<file path="src/rtl/cpu_pkg.sv">
// Shared definitions for the five-bit-opcode pipeline: next-PC selects, fetch FSM
// encoding and instruction field positions.
package cpu_pkg;

    localparam logic [1:0] PC_SRC_SEQ    = 2'b00;
    localparam logic [1:0] PC_SRC_BRANCH = 2'b01;
    localparam logic [1:0] PC_SRC_JUMP   = 2'b10;
    localparam logic [1:0] PC_SRC_RET    = 2'b11;

    localparam logic [31:0] NOP_INSTR = 32'h0000_0000;

    typedef enum logic [1:0] {
        FS_START = 2'd0,
        FS_RUN   = 2'd1,
        FS_HALT  = 2'd2
    } fetch_state_e;

    localparam int STOP_BIT   = 31;
    localparam int TYPE_MSB   = 30;
    localparam int TYPE_LSB   = 29;
    localparam int OPCODE_MSB = 4;
    localparam int OPCODE_LSB = 0;

    function automatic logic is_stop(input logic [31:0] instr);
        return instr[STOP_BIT];
    endfunction

endpackage

</file>
<file path="src/rtl/fetch_pc_select.sv">
// Combinational next-PC mux: sequential +1 (wrapping mod 2^32) or one of three
// redirect targets chosen by pc_src.
module fetch_pc_select
    import cpu_pkg::*;
(
    input  logic [1:0]  pc_src,
    input  logic [31:0] pc,
    input  logic [31:0] branch_target,
    input  logic [31:0] jump_target,
    input  logic [31:0] return_target,
    output logic [31:0] pc_seq,
    output logic [31:0] pc_sel
);

    assign pc_seq = pc + 32'd1;

    always_comb begin
        pc_sel = pc_seq;
        case (pc_src)
            PC_SRC_BRANCH: pc_sel = branch_target;
            PC_SRC_JUMP:   pc_sel = jump_target;
            PC_SRC_RET:    pc_sel = return_target;
            default:       pc_sel = pc_seq;
        endcase
    end

endmodule

</file>
<file path="src/rtl/fetch_stage.sv">
// Instruction-fetch stage: PC register, START/RUN/HALT FSM and IF/ID register.
// Define HALT_ON_STOP_EN to build stop-bit detection and the HALT state.
module fetch_stage
    import cpu_pkg::*;
#(
    parameter logic [31:0] RESET_PC = 32'h0000_0000
) (
    input  logic        clk,
    input  logic        rst,
    input  logic        stall,
    input  logic        flush,
    input  logic [1:0]  pc_src,
    input  logic [31:0] branch_target,
    input  logic [31:0] jump_target,
    input  logic [31:0] return_target,
    output logic        imem_en,
    output logic [31:0] imem_addr,
    input  logic [31:0] imem_rdata,
    output logic [31:0] Instruction,
    output logic [31:0] PC_Reg,
    output logic [31:0] PC_Next,
    output logic        valid,
    output logic        halted,
    output logic [1:0]  dbg_state
);

    fetch_state_e state;
    logic [31:0]  pc;
    logic [31:0]  pc_seq;
    logic [31:0]  pc_sel;
    logic         active;
    logic         stop_accept;

    // Handshake: a fetch is issued in any cycle imem_en=1; its data arrives next
    // cycle and is kept live in IF/ID only if that cycle saw no flush, redirect or stop.
    fetch_pc_select u_pc_select (
        .pc_src        (pc_src),
        .pc            (pc),
        .branch_target (branch_target),
        .jump_target   (jump_target),
        .return_target (return_target),
        .pc_seq        (pc_seq),
        .pc_sel        (pc_sel)
    );

    assign active      = (state != FS_HALT);
    assign imem_en     = active & ~stall & ~rst;
    assign imem_addr   = pc;
    assign Instruction = valid ? imem_rdata : NOP_INSTR;
    assign dbg_state   = state;

`ifdef HALT_ON_STOP_EN
    assign stop_accept = valid & is_stop(imem_rdata) & ~stall & ~flush;
    assign halted      = (state == FS_HALT);
`else
    assign stop_accept = 1'b0;
    assign halted      = 1'b0;
`endif

    always_ff @(posedge clk or posedge rst) begin
        if (rst) begin
            state   <= FS_START;
            pc      <= RESET_PC;
            valid   <= 1'b0;
            PC_Reg  <= 32'h0;
            PC_Next <= 32'h0;
        end else begin
            case (state)
                FS_START: state <= FS_RUN;
                FS_RUN:   if (stop_accept) state <= FS_HALT;
                default:  state <= state;
            endcase

            if (active && !stall)
                pc <= pc_sel;

            if (!stall) begin
                PC_Reg  <= pc;
                PC_Next <= pc_seq;
                valid   <= imem_en & ~flush & (pc_src == PC_SRC_SEQ) & ~stop_accept;
            end else if (flush) begin
                // Flush still kills the held instruction while the PC and PC_Reg stay put.
                valid <= 1'b0;
            end
        end
    end

endmodule
</file>
<file path="config.mk">
export PLATFORM = sky130hd
export DESIGN_NAME = fetch_stage
export DESIGN_NICKNAME = d
export VERILOG_FILES = /design/src/rtl/cpu_pkg.sv /design/src/rtl/fetch_pc_select.sv /design/src/rtl/fetch_stage.sv
export SDC_FILE = /design/constraint.sdc
export NUM_CORES = 1
export LEC_CHECK = 0
export ABC_CLOCK_PERIOD_IN_PS = 9750
export CAP_MARGIN = 15
export CORE_MARGIN = 1.5
export CORE_UTILIZATION = 30
export CTS_CLUSTER_DIAMETER = 200
export DETAILED_ROUTE_END_ITERATION = 8
export GPL_ROUTABILITY_DRIVEN = 0
export SLEW_MARGIN = 0
export SYNTH_ARGS = -nofsm -noshare
export SYNTH_HDL_FRONTEND = slang
export SYNTH_SLANG_ARGS = --single-unit
</file>
<file path="constraint.sdc">
create_clock -name clk -period 9.75 [get_ports clk]
set_input_delay 1.95 -clock clk [delete_from_list [all_inputs] [get_ports clk]]
set_output_delay 1.95 -clock clk [all_outputs]
set_load 0.01 [all_outputs]
</file>
# == Yosys cells after proc, flatten, opt, wreduce, memory -nomap -nowiden ==
# Cells that the tools add are included.
# word_totals
ff_bits,98
elab_cells,22
# op_classes
addsub,1
n_reduce_logical,2
mux,4
n_eq_ne,4
bitwise_logic,6
# op_table
operator,count
case mux 32 bit (3 select lines),1
"adder 32 x 1 -> 32 bit, second input constant",1
2-to-1 mux 32 bit,1
"== test 2 bit, second input constant",2
logical NOT 2 bit,2
AND 1 bit,3
NOT 1 bit,3
"== test 2 x 1 -> 1 bit, second input constant",1
2-to-1 mux 1 bit,2
"inequality test 2 x 1 -> 1 bit, second input constant",1

# == Longest topological paths before layout ==
# depth
depth_word,5
ltp_mapped,7
depth_no_buf,6

# == Hierarchy ==
# Synthesis repeated with hierarchy kept, for this count alone.
# hier_totals
cells_unflattened,402
area_unflattened_um2,5345.1
# modules_own_cells
module,cells_each,n_inst,area_each_um2,seq_area_each_um2
fetch_stage,249,1,3867.5,2452.4
fetch_pc_select,153,1,1477.7,0.0

# == Least setup slack after synthesis ==
# No wires, ideal clock.
# synth_path
path_kind,input port to output port
startpoint,input port stall
endpoint,output port imem_en
required_ps,7800
slack_ps,4951
t_arrival_ps,2849
path_stages,4
cell_sequence,clkbuf_1 > clkbuf_1 > clkbuf_1 > nor2_1
# synth_between
elab_chain_len,2
# synth_rtl
element,line_no,text
"start, declared",fetch_stage.sv:10,"input logic stall,"
NOT 1 bit,fetch_stage.sv:47,assign imem_en = active & ~stall & ~rst;
AND 1 bit,fetch_stage.sv:47,
"end, declared",fetch_stage.sv:16,"output logic imem_en,"
# No other way between the ends.

# == Final worst setup path ==
# Ends and elaborated chain as after synthesis.

==> results_dict.tcl <==
set metrics [dict create \
    grt_pass1_vias 5420 \
    synthArstFlopShare_pct 100 \
    p_sw_mw 0.392 \
    critPathRequiredTime_ns 7.80 \
    dpl_cell_area_um2 8340 \
    grt_max_degree 79 \
    start_kind "input port" \
    powerDensity_nw_per_um2 152 \
    start_util_pct 30.8 \
    peakVddDrop_mv 0.108 \
    portBuffers 264 \
    clock-root-buffer "clkbuf_16" \
    dr.first_iter.drc_count 299 \
    cts_hold_buf 0 \
    final_nets 966 \
    wl_per_cell_um 17.6 \
    slew_headroom_pct 37.9 \
    crit_type "input port to output pin" \
    wl_um 18800 \
    clkLatencyLatePin_ns 0.35 \
    ys_ff_latch 98 \
    drive_gt1_share_pct 8.86 \
    arrival_ns 3.26 \
    drc 0 \
    dp.cells 1049 \
    switching_share_pct 29.8 \
    final_cells 1064 \
    synth_edf_count 0 \
    hold_path_class "flip-flop to flip-flop" \
    dpl.hpwl_um 13700 \
    ant_nets 0 \
    die_w_um 139 \
    cts_setup_buffers 0 \
    avgViaCountPerCell 5.08 \
    area.growth.synth_to_final_pct 55.8 \
    ys_seq_area_share_pct 44.2 \
    whs_ns 0.488 \
    synth.yosys.warnings 0 \
    path_max_fanout 78 \
    synth.distinct_cells 53 \
    synth_flop_cell "dfrtp_1" \
    period_minus_slack_ns 5.21 \
    design_area_um2 8650 \
    crit_path_end_kind "output pin" \
    drv_cap 0 \
    clk_pin_slew_ns 0.07 \
    syn_area_um2 5550 \
    tns_ns 0 \
    leakage_nw 3.41 \
    p_clk_share_pct 29.0 \
    antenna_found_initial 0 \
    final-setup-viol-count 0 \
    grt.total_usage_pct 19.4 \
    cts_tree "built" \
    gr-total-overflow 0 \
    clockBufferDepth 2 \
    max_freq_mhz 192 \
    drtPass1Iterations 7 \
    cts_resized 0 \
    internal_power_mw 0.926 \
    worst_pin_slew_ns 0.929 \
    syn_inst 595 \
    h-tree-depth 3 \
    final_hold_viol_count 0 \
    grt_pass1_wl_um 30000 \
    io_pins 267 \
    fin_crit_sh_pct 53.4 \
    skew_ns 0.00893 \
    power_frac_comb_pct 30.0 \
    std_cell_rows 49 \
    core_area_um2 18000 \
    rsz0062_at_grt "false" \
    cts_sinks 98 \
    die_h_um 139 \
    pwr-share-seq_pct 41.0 \
    syn_avg_cell_area_um2 9.33 \
    n_antenna_cell 0 \
    drv_slew 0 \
    status "complete, no violations" \
    via_count 5403 \
    numCtsBuffers 9 \
    die-area_um2 19300 \
]
## layout make-up
type | count | area (um^2)
clock buffers | 9 | 225
clock inverters | 6 | 82.6
fillers | 1704 | 9380
inverters | 13 | 51.3
multi-input cells | 438 | 2870
flip-flops and latches | 98 | 2450
well taps | 229 | 287
repair buffers | 271 | 2680
## per-layer routing
metal / up-vias / track usage [%] / share of wire (%)
li1: 2579 / - / -
met5: - / 0 / 0
met4: 0 / 6.91 / 2.6
met2: 197 / 31.6 / 47
met1: 2597 / 25.5 / 44
met3: 30 / 4.18 / 5.5
## registers in the layout, summed over array words and instances (netlist names)
| register | count |
|---|---|
| PC_Reg | 32 |
| dbg_state | 1 |
| PC_Next | 32 |
| valid | 1 |
| imem_addr | 32 |
## metrics by stage
| step | setup slack [ns] | power (mW) | utilization, % |
|---|---|---|---|
| 2_1_floorplan | 4.95 | 0.706 | - |
| 3_3_place_gp | 4.54 | 0.940 | 46.3 |
| 3_5_place_dp | 4.54 | 0.947 | 46.3 |
| 4_1_cts | 4.54 | 1.33 | 48.0 |
| 5_1_grt | 4.44 | 1.39 | 48.0 |
| 6_report | 4.54 | 1.32 | 48.0 |
## logic make-up (layout without fill, tap and decap cells)
| logic type | after synthesis | after routing | share of synthesized area [%] |
|---|---|---|---|
| AND/OR/NAND/NOR | 205 | 205 | 18.2 |
| AO/OA/AOI/OAI | 145 | 145 | 16.9 |
| flip-flops | 98 | 98 | 44.2 |
| buffers and inverters | 60 | 299 | 4.28 |
| multiplexers | 57 | 57 | 11.8 |
| XOR/XNOR | 27 | 27 | 4.26 |
| other | 2 | 3 | 0.135 |
| adder cells (fa/ha/maj) | 1 | 1 | 0.225 |
## placed cells by master, fill, tap and decap left out, types with 3 or more instances in the layout
cell type / Yosys / final
a2bb2oi_1: 4 / 4
a221o_1: 6 / 6
o2bb2a_1: 5 / 5
o21ai_0: 52 / 52
inv_1: 13 / 12
o21a_1: 5 / 5
clkinv_2: 0 / 3
nand3_1: 13 / 13
o221ai_1: 3 / 3
xnor2_1: 16 / 16
a22oi_1: 3 / 3
mux4_2: 3 / 3
nor3_1: 12 / 12
clkdlybuf4s50_1: 0 / 261
buf_4: 2 / 8
a31oi_1: 6 / 6
nor2_1: 31 / 30
nand4_1: 10 / 10
and2_1: 32 / 32
a21oi_1: 34 / 34
nand2_1: 82 / 82
mux2i_1: 18 / 18
mux2_2: 36 / 36
o22a_1: 8 / 8
xor2_1: 11 / 11
and4_1: 3 / 3
a221oi_1: 10 / 10
nor2b_1: 3 / 3
conb_1: 2 / 3
and3_1: 4 / 4
clkbuf_16: 0 / 9
dfrtp_1: 98 / 98
## synth_stat cells (2+ instances only)
master	instances	area share, %
o22a_1	8	1.3
nor2b_1	3	0.34
dfrtp_1	98	44
nor4_2	2	0.45
buf_2	3	0.27
a221o_1	6	1.1
nor2_1	31	2.1
nand3_1	13	1.2
clkbuf_1	33	2.2
a21o_1	2	0.27
mux2_2	36	7.3
o21a_1	5	0.68
o2bb2a_1	5	0.90
or4_1	2	0.27
nor3b_1	2	0.27
xor2_1	11	1.7
inv_1	13	0.88
and3_1	4	0.45
a221oi_1	10	1.6
and4_1	3	0.47
a21oi_1	34	3.1
o21ai_0	52	4.7
a41oi_1	2	0.32
a22oi_1	3	0.41
nand2_1	82	5.5
a31oi_1	6	0.68
mux4_2	3	1.2
mux2i_1	18	3.2
o221ai_1	3	0.47
and2_1	32	3.6
conb_1	2	0.14
buf_1	8	0.54
nand4_1	10	1.1
buf_4	2	0.27
a2bb2oi_1	4	0.63
nor3_1	12	1.1
xnor2_1	16	2.5
## power by group through the flow
stage / Clock (mW) / Combinational (mW) / Sequential, mW
after floorplan: 0 / 0.149 / 0.557
after global placement: 0 / 0.395 / 0.545
after detailed placement: 0 / 0.400 / 0.548
after CTS: 0.391 / 0.402 / 0.541
after global routing: 0.405 / 0.429 / 0.552
final: 0.382 / 0.396 / 0.541
## path summary, 6_finish.rpt
check                                endpoint  cells after the start  slack, ns    startpoint
worst max-delay path                  imem_en                      3       4.54         stall
worst min-delay path               PC_Reg[30]                      2       0.49    PC_Reg[30]
worst max register to register  imem_addr[31]                      5       7.22  imem_addr[4]
worst min register to register     PC_Reg[30]                      2       0.49    PC_Reg[30]
max in group asynchronous           PC_Reg[0]                      3       6.54           rst
min in group asynchronous           PC_Reg[9]                      2       2.02           rst
## worst max-delay path, stage by stage
cell	delay [ns]
buf_4	0.56
nor2_1	0.15
clkdlybuf4s50_1	0.53
Note: power is estimated with default switching activity, not from simulation.
